## src/rtl/pipelined_addsub.sv

```systemverilog
`default_nettype none
// ============================================================================
// Module   : pipelined_addsub
// Brief    : Pipelined W-bit add/sub (ADD/SUB/ADC/SBC), one carry segment per
//            stage, valid/ready handshake with global stall. Optional status
//            flags enabled by defining PIPELINED_ADDSUB_FLAGS_EN.
// Revision : 1.0 - initial release
// ============================================================================
module pipelined_addsub #(
    parameter int W      = 64,
    parameter int STAGES = 4
) (
    input  logic         clk,
    input  logic         rst_n,
    input  logic         in_valid,
    output logic         in_ready,
    input  logic [1:0]   op,
    input  logic [W-1:0] a,
    input  logic [W-1:0] b,
    input  logic         cin,
    output logic         out_valid,
    input  logic         out_ready,
    output logic [W-1:0] sum,
    output logic         carry,
    output logic         overflow,
    output logic         zero
);

    localparam int SW = W / STAGES;

    localparam logic [1:0] c_op_add = 2'b00;
    localparam logic [1:0] c_op_sub = 2'b01;

    logic         w_adv;
    logic [W-1:0] w_b_prep;
    logic         w_c0;

    // op[0] selects subtraction (invert b); op[1] selects the external carry.
    always_comb begin
        w_b_prep = op[0] ? ~b : b;
        case (op)
            c_op_add: w_c0 = 1'b0;
            c_op_sub: w_c0 = 1'b1;
            default:  w_c0 = cin;
        endcase
    end

    // Whole pipe moves together; in_ready follows out_ready combinationally.
    assign w_adv    = ~out_valid | out_ready;
    assign in_ready = w_adv;

    // Beat layout entering stage gi: {a_rem, b_rem, sum_lo}, where a_rem and
    // b_rem hold the unprocessed segments gi..STAGES-1 and sum_lo the finished
    // segments 0..gi-1. a_rem therefore always starts at bit W and the current
    // b' segment sits at bit gi*SW.
    genvar gi;
    generate
        for (gi = 0; gi < STAGES; gi++) begin : g_stage
            localparam int DW_IN  = 2*W - gi*SW;
            localparam int DW_OUT = DW_IN - SW;

            logic [DW_IN-1:0]  w_in;
            logic              w_c_in;
            logic              w_v_in;
            logic [SW:0]       w_seg;
            logic [DW_OUT-1:0] w_next;
            logic [DW_OUT-1:0] r_data;
            logic              r_carry;
            logic              r_valid;

            if (gi == 0) begin : g_first
                assign w_in   = {a, w_b_prep};
                assign w_c_in = w_c0;
                assign w_v_in = in_valid;
            end else begin : g_chain
                assign w_in   = g_stage[gi-1].r_data;
                assign w_c_in = g_stage[gi-1].r_carry;
                assign w_v_in = g_stage[gi-1].r_valid;
            end

            assign w_seg = {1'b0, w_in[W +: SW]} + {1'b0, w_in[gi*SW +: SW]}
                         + {{SW{1'b0}}, w_c_in};

            if (gi == STAGES-1) begin : g_last
                if (gi == 0) begin : g_only
                    assign w_next = w_seg[SW-1:0];
                end else begin : g_merge
                    assign w_next = {w_seg[SW-1:0], w_in[gi*SW-1:0]};
                end

                assign out_valid = r_valid;
                assign sum       = r_data;
                assign carry     = r_carry;

`ifdef PIPELINED_ADDSUB_FLAGS_EN
                logic w_ovf_next;
                logic w_zero_next;
                logic r_overflow;
                logic r_zero;

                // Operand MSBs are the top bits of the last a/b' segments.
                assign w_ovf_next  = (w_in[DW_IN-1] == w_in[W-1])
                                   & (w_seg[SW-1] != w_in[DW_IN-1]);
                assign w_zero_next = (w_next == '0);

                always_ff @(posedge clk) begin
                    if (!rst_n) begin
                        r_overflow <= 1'b0;
                        r_zero     <= 1'b0;
                    end else if (w_adv) begin
                        r_overflow <= w_ovf_next;
                        r_zero     <= w_zero_next;
                    end
                end

                assign overflow = r_overflow;
                assign zero     = r_zero;
`else
                assign overflow = 1'b0;
                assign zero     = 1'b0;
`endif
            end else begin : g_mid
                if (gi == 0) begin : g_head
                    assign w_next = {w_in[DW_IN-1:W+SW], w_in[W-1:SW],
                                     w_seg[SW-1:0]};
                end else begin : g_body
                    assign w_next = {w_in[DW_IN-1:W+SW], w_in[W-1:(gi+1)*SW],
                                     w_seg[SW-1:0], w_in[gi*SW-1:0]};
                end
            end

            always_ff @(posedge clk) begin
                if (!rst_n) begin
                    r_valid <= 1'b0;
                    r_carry <= 1'b0;
                    r_data  <= '0;
                end else if (w_adv) begin
                    r_valid <= w_v_in;
                    r_carry <= w_seg[SW];
                    r_data  <= w_next;
                end
            end
        end
    endgenerate

endmodule
`default_nettype wire

```

## config.mk

```make
export PLATFORM = sky130hd
export DESIGN_NAME = pipelined_addsub
export DESIGN_NICKNAME = d
export VERILOG_FILES = /design/src/rtl/pipelined_addsub.sv
export SDC_FILE = /design/constraint.sdc
export NUM_CORES = 1
export LEC_CHECK = 0
export CELL_PAD_IN_SITES_DETAIL_PLACEMENT = 1
export CELL_PAD_IN_SITES_GLOBAL_PLACEMENT = 1
export CORE_MARGIN = 2
export CORE_UTILIZATION = 45
export CTS_CLUSTER_DIAMETER = 100
export DETAILED_ROUTE_END_ITERATION = 10
export GPL_TIMING_DRIVEN = 0
export PLACE_DENSITY = 0.95
export SYNTH_ARGS = -nofsm -noshare
export SYNTH_HDL_FRONTEND = slang
export SYNTH_SLANG_ARGS = --single-unit
```

## constraint.sdc

```tcl
create_clock -name clk -period 12.5 [get_ports clk]
set_clock_uncertainty 0.15 [all_clocks]
set_input_delay 2.5 -clock clk [delete_from_list [all_inputs] [get_ports clk]]
set_output_delay 2.5 -clock clk [all_outputs]
set_load 0.03 [all_outputs]
```

* Word level (Yosys, flattened, before mapping)
Cells that the tools add are included.
** Storage, ports and cells
- Flip-flop bits (word level) :: 360
- Output and inout port bits :: 69
- Logic and storage cells :: 27
** Cells by class
- Eq/ne operators :: 1
- Bitwise gates (word level) :: 3
- Multiplexer cells :: 2
- Add/sub/neg operators :: 8
- Reductions and logical operators :: 1
** Operators by type and width (count)
- adder 16 x 16 -> 17 bit :: 4
- adder 17 x 1 -> 17 bit :: 4
- 2-to-1 mux 64 bit :: 1
- NOT 64 bit :: 1
- == test 2 x 1 -> 1 bit (second input constant) :: 1
- logical NOT 2 bit :: 1
- case mux 1 bit (2 select lines) :: 1
- NOT 1 bit :: 1
- OR 1 bit :: 1

* Logic depth before layout (Yosys ltp)
Gate-level depths: netlist (run 1).
- Word-level depth :: 4
- Depth in mapped cells :: 14
- Mapped depth without buffers :: 11

* Least setup slack after synthesis (run 1)
No wires, ideal clock.
- Path type :: input port to output port
- From :: input port out_ready
- To :: output port in_ready
- Arrival time :: 3.273 ns
- Path slack :: 6.577 ns
- Cell stages on the path :: 5
- Buffers on the path :: 3
- Cell sequence :: nor2b_1 > buf_2 > inv_2 > clkbuf_1 > buf_4
** On the way
- Word-level cells in the longest chain between the ends :: 1
** RTL lines
- start, declared :: line 22 : input logic out_ready,
- OR 1 bit :: line 49 : assign w_adv = ~out_valid | out_ready;
- end, declared :: line 16 : output logic in_ready,
Every way passes these cells.

* Worst setup path after layout (run 1)
Ends and elaborated chain as after synthesis.

==> reports/metrics.cfg, run 1 <==
[status]
status=complete, no violations

[synthesis]
synthTopCellsByArea=dfxtp_1 44%, nand2_1 14%, a21boi_0 12%, ha_1 4.6%, xnor2_1 3.8%
synth_area_leader_cell=dfxtp_1
yosys_warnings=0
synth.top_cell.area_share_pct=43.9
ys_ff_latch=360
syn-instance-count=1936
synth.avg_cell_area_um2=8.48
ys_seq_area_share_pct=43.9
synth_edf_count=0
mappedNetlistArea_mm2=0.0164
synth_ff_type=dfxtp_1
synth.distinct_cells=65
async_flop_share_pct=0

[clocking]
clock_path_buffers=3
numCtsBuffers=39
clk_latency_ps=530
clkTransAtPathRegs_ps=60
root_buffer=clkbuf_16
postCtsSetupRepairBufs=0
cts_tree=yes
cts_max_level=2
clkSinkCount=360
postCtsHoldBufs=0
ctsResizeCount=0

[sta]
finalSetupViolations=0
rsz0062_at_grt=false
hold_viol_final=0
drv_slew=0
finalCritPeriodShare_pct=60.8
max_freq_mhz=132
fin_hold_ws_ps=301
min_period_ps=7600
setup_tns_ps=0
max_slew.worst_pin.slew_ps=1350
max_slew_margin_pct=9.72

[setup_path]
crit_end=in_ready
reg2reg_from=g_stage[0].r_data[16]$_SDFFE_PN0P_
cp-startpoint=out_ready
cp-end-kind=output pin
r2r_cells=8
startpoint_type=input port
path_class=in2out
arrival_ps=4950
r2r_end=g_stage[1].r_carry$_SDFFE_PN0P_
rrSetupSlack_ps=9100
required_ps=9850
crit_fanout=10

[drt]
drt_iter0_drc=894
wl_um=57200
via_per_inst=5.65
first_pass_iters=5
wl_per_cell_um=21.4
ant_nets=0
num_vias=15100
drcViolationCount=0

[cells_and_area]
drive_gt1_share_pct=3.86
n_fill_cell=4163
seqCellArea_mm2=0.00721
layout_commonest_cell=nand2_1
multi_input_area_mm2=0.00863
final_cell_mix=619 x nand2_1, 360 x dfxtp_1, 257 x a21boi_0
area_growth_pct=23.3
nets=2380

[global_routing]
grt_usage_pct=29.5
grt-ovfl-total=0
grt_max_degree=14
grt_pass1_vias=16200
grt_pass1_wl_um=88300
antenna_found_initial=1

[placement]
port_buffers=199
globalplace.congestion=0.904
hpwl_um=41200

[floorplan]
coreArea_mm2=0.0357
die_area_mm2=0.0380
fp-row-count=69
start_util_pct=45.9
die_h_um=195
die_x_um=195
ioPinCount=204

[hold_path]
hp-class=reg2reg

[power_and_ir_drop]
irDropWorstVdd_v=0.0000886
power_density_mw_per_mm2=140
power.leakage_nw=8.19

[run]
max_cap_violations=0

power breakdown:
| group | internal, mW | total [mW] | switching [mW] |
|---|---|---|---|
| registers | 1.23 | 1.28 | 0.0515 |
| logic | 0.178 | 0.393 | 0.215 |
| clock network | 0.679 | 1.16 | 0.478 |
final cells by class:
| class | instances | area share (%) |
|---|---|---|
| multi-input cells | 1430 | 42.6 |
| flip-flops and latches | 360 | 35.6 |
| repair buffers | 199 | 9.84 |
| clock buffers | 56 | 5.48 |
| well taps | 461 | 2.85 |
| plain buffers | 134 | 2.62 |
| clock inverters | 12 | 0.711 |
| inverters | 13 | 0.241 |
| diodes | 1 | 0.0124 |
registers in the layout, summed over array words and instances, names as in the netlist:
signal	cells
g_stage.r_data	288
out_valid	1
carry	1
sum	64
g_stage.r_valid	3
g_stage.r_carry	3
how the worst min path moves through the flow:
| stage | start | depth (start not counted) | slack [ps] | endpoint |
|---|---|---|---|---|
| finish | g_stage[1].r_data[31]$_SDFFE_PN0P_ | 2 | 300 | g_stage[1].r_data[31]$_SDFFE_PN0P_ |
| global route | g_stage[1].r_data[55]$_SDFFE_PN0P_ | 2 | 330 | g_stage[1].r_data[55]$_SDFFE_PN0P_ |
| CTS | g_stage[1].r_data[31]$_SDFFE_PN0P_ | 2 | 300 | g_stage[1].r_data[31]$_SDFFE_PN0P_ |
| detailed placement | g_stage[1].r_data[31]$_SDFFE_PN0P_ | 2 | 290 | g_stage[1].r_data[31]$_SDFFE_PN0P_ |
| global placement | g_stage[0].r_data[14]$_SDFFE_PN0P_ | 2 | 290 | g_stage[0].r_data[14]$_SDFFE_PN0P_ |
| floorplan | g_stage[2].r_data[45]$_SDFFE_PN0P_ | 2 | 270 | g_stage[2].r_data[45]$_SDFFE_PN0P_ |
through the flow:
stage / power, mW / cells / cell area, µm² / util [%] / setup slack (ps)
floorplan: 1.52 / 1937 / 16400 / - / 6580
global placement: 1.66 / 2597 / 19000 / 53.1 / 4930
detailed placement: 1.68 / 2597 / 19000 / 53.1 / 4920
CTS: 2.83 / 2665 / 20200 / 56.6 / 4930
global route: 2.92 / 2665 / 20200 / 56.6 / 4830
finish: 2.83 / 2666 / 20200 / 56.6 / 4900
layer usage:
| metal | GRT usage [%] | share of wire [%] |
|---|---|---|
| met1 | 32.8 | 38 |
| met2 | 54.6 | 51 |
| met3 | 4.89 | 5.9 |
| met4 | 14.3 | 4.9 |
| met5 | 0 | 0 |
synth_stat cells, types with 20 or more instances:
master / n
and2_1: 20
a21oi_1: 36
xor2_1: 30
nand2_1: 619
o21ai_0: 44
o211a_1: 57
a21o_1: 21
dfxtp_1: 360
ha_1: 60
a21boi_0: 257
xnor2_1: 71
clkbuf_1: 114
nor2_1: 34
nand3_1: 30
critical path, stage by stage:
cell and delay (ps):
clkdlybuf4s50_1 460, nor2b_1 90, buf_2 180, inv_2 130, clkbuf_1 520, buf_4 340
clkdlybuf4s50_1 710
kinds of logic (layout without fill, tap and decap cells):
logic type	after synthesis	in the layout	share of synthesized area (%)
adder cells (fa/ha/maj)	68	68	5.55
AND/OR/NAND/NOR	757	757	18.9
XOR/XNOR	101	101	5.39
flip-flops	360	360	43.9
buffers and inverters	147	414	3.53
other	1	3	0.0228
AO/OA/AOI/OAI	500	500	22.6
multiplexers	2	2	0.130
No activity file was read; power rests on OpenSTA's default activity.
==> run 2: changes to the inputs <==
Settings changed: CORE_UTILIZATION 45 to 42, PLACE_DENSITY 0.95 to 0.9.
Clock period 12.5 ns to 7.57 ns, I/O delays scaled along.
==> reports/metrics.cfg, run 2 (synthesis results as in run 1) <==
[global_routing]
grt_pass1_wl_um=84800  ; -3.9%
antenna_found_initial=2  ; +1
grtUsageMet2_pct=47.6  ; -6.9 points
busiest_layer=met2
grt_pass1_vias=15600  ; -3.8%
grt_usage_pct=26.4  ; -3.1 points
gr-usage-met3_pct=3.63  ; -1.3 points
met1_usage_pct=31.0  ; -1.8 points
grt-ovfl-total=0  ; unchanged
grt_max_degree=14  ; unchanged

[status]
status=complete, no violations

[cells_and_area]
final_core_util_pct=52.7  ; -3.9 points
largest-register=g_stage.r_data
largest_register_ffs=288  ; unchanged
n_fill_cell=4563  ; +9.6%
num_antenna_cells=0  ; -1
multi_input_area_mm2=0.00863  ; unchanged
seqCellArea_mm2=0.00721  ; unchanged
area_growth_pct=24.1
nets=2381  ; +0.042%
finalNonFillerCells=2724  ; +2.2%
layout_commonest_cell=nand2_1
final_cell_mix=619 x nand2_1, 360 x dfxtp_1, 257 x a21boi_0
design_area_mm2=0.0204  ; +0.63%
drive_gt1_share_pct=3.90  ; +0.042 points

[clocking]
postCtsSetupRepairBufs=0  ; unchanged
ctsResizeCount=0  ; unchanged
cts_max_level=2  ; unchanged
cts_tree=yes
root_buffer=clkbuf_16
clkSinkCount=360  ; unchanged
numCtsBuffers=40  ; +2.6%
postCtsHoldBufs=0  ; unchanged
clock_path_buffers=3  ; unchanged
clk_latency_ps=540  ; about the same
clkTransAtPathRegs_ps=60  ; about the same

[power_and_ir_drop]
finalPower_mw=4.70  ; +66%
irDropWorstVdd_v=0.000142  ; +60%
combPwrFrac_pct=13.7  ; -0.2 points
seqPwrFrac_pct=44.8  ; -0.4 points
p_clk_share_pct=41.5  ; +0.6 points
p_int_mw=3.49  ; +68%
power.leakage_nw=8.22  ; +0.35%
switchingPower_mw=1.21  ; +62%
swShare_pct=25.7  ; -0.64 points
power_density_mw_per_mm2=231  ; +65%

[drt]
num_vias=14600  ; -2.9%
via_per_inst=5.37  ; -4.9%
drt_iter0_drc=740  ; -17%
first_pass_iters=4  ; -1
wl_um=54600  ; -4.4%
wl_per_cell_um=20.1  ; -6.5%
drcViolationCount=0  ; unchanged
ant_nets=0  ; unchanged

[floorplan]
die_area_mm2=0.0407  ; +7.0%
coreArea_mm2=0.0386  ; +8.1%
start_util_pct=42.5  ; -3.5 points
fp-row-count=72  ; +4.3%
die_x_um=202  ; +3.4%
ioPinCount=204  ; unchanged
die_h_um=202  ; +3.4%

[setup_path]
cp-end-kind=output pin
rrSetupSlack_ps=4530  ; -4570 ps
arrival_ps=4040  ; -910 ps
path_class=in2out
crit_fanout=10  ; unchanged
required_ps=5910  ; -3940 ps
startpoint_type=input port

[placement]
placed_area_mm2=0.0191  ; +0.38%
globalplace.congestion=0.889  ; -1.7%
dpl_worst_slack_ps=1620  ; -3300 ps
hpwl_um=40800  ; -1.1%
placed_cells=2654  ; +2.2%
port_buffers=199  ; unchanged

[sta]
max_freq_mhz=175
min_period_ps=5710
finalSetupViolations=0  ; unchanged
max_slew_margin_pct=10.9  ; +1.2 points
finalCritPeriodShare_pct=75.4
fin_hold_ws_ps=306  ; +4.51 ps
layout_setup_ws_ps=1860  ; -3040 ps
max_slew.worst_pin.slew_ps=1340  ; -18.1 ps
hold_viol_final=0  ; unchanged
setup_tns_ps=0  ; unchanged
rsz0062_at_grt=false
drv_slew=0  ; unchanged

[hold_path]
hp-class=reg2reg

[run]
max_cap_violations=0  ; unchanged

run 2: changes by cell type in the layout (fill, tap and decap cells not counted), sizes merged:
cell      change
clkbuf        +4
clkinvlp      -1
diode         -1
inv           -1
run 2: metal layers:
metal,vias to the layer above,routed length (µm),share of wire [%]
li1,7017,-,-
met1,7076,22500,41
met2,391,27000,49
met3,136,2580,4.7
met4,0,2540,4.7
met5,-,0,0
run 2: worst paths after layout:
kind                                   endpoint                          startpoint  cells past startpoint
max                                    in_ready                           out_ready                      7
min          g_stage[1].r_data[30]$_SDFFE_PN0P_  g_stage[1].r_data[30]$_SDFFE_PN0P_                      2
max reg2reg     g_stage[1].r_carry$_SDFFE_PN0P_  g_stage[0].r_data[16]$_SDFFE_PN0P_                      8
min reg2reg  g_stage[1].r_data[30]$_SDFFE_PN0P_  g_stage[1].r_data[30]$_SDFFE_PN0P_                      2
run 2: worst max-delay path, stage by stage:
cell,delay [ps]
clkdlybuf4s50_1,460
nor2b_1,80
buf_2,180
inv_2,130
clkbuf_1,620
buf_4,350
clkdlybuf4s50_1,700
run 2: area by class of cell:
cell class | count | share of cell area (%)
Clock inverter | 10 | 0.663
Sequential cell | 360 | 35.4
Tap cell | 518 | 3.18
Inverter | 13 | 0.240
Multi-Input combinational cell | 1430 | 42.4
Clock buffer | 60 | 5.78
Timing Repair Buffer | 199 | 9.78
Buffer | 134 | 2.60
run 2: power groups by stage:
stage                     logic, mW  registers, mW  clock network [mW]
after global routing          0.705           2.12                2.06
final                         0.645           2.11                1.95
after detailed placement      0.631           2.15                   0
after floorplan               0.368           2.14                   0
after CTS                     0.643           2.11                1.97
after global placement        0.601           2.14                   0
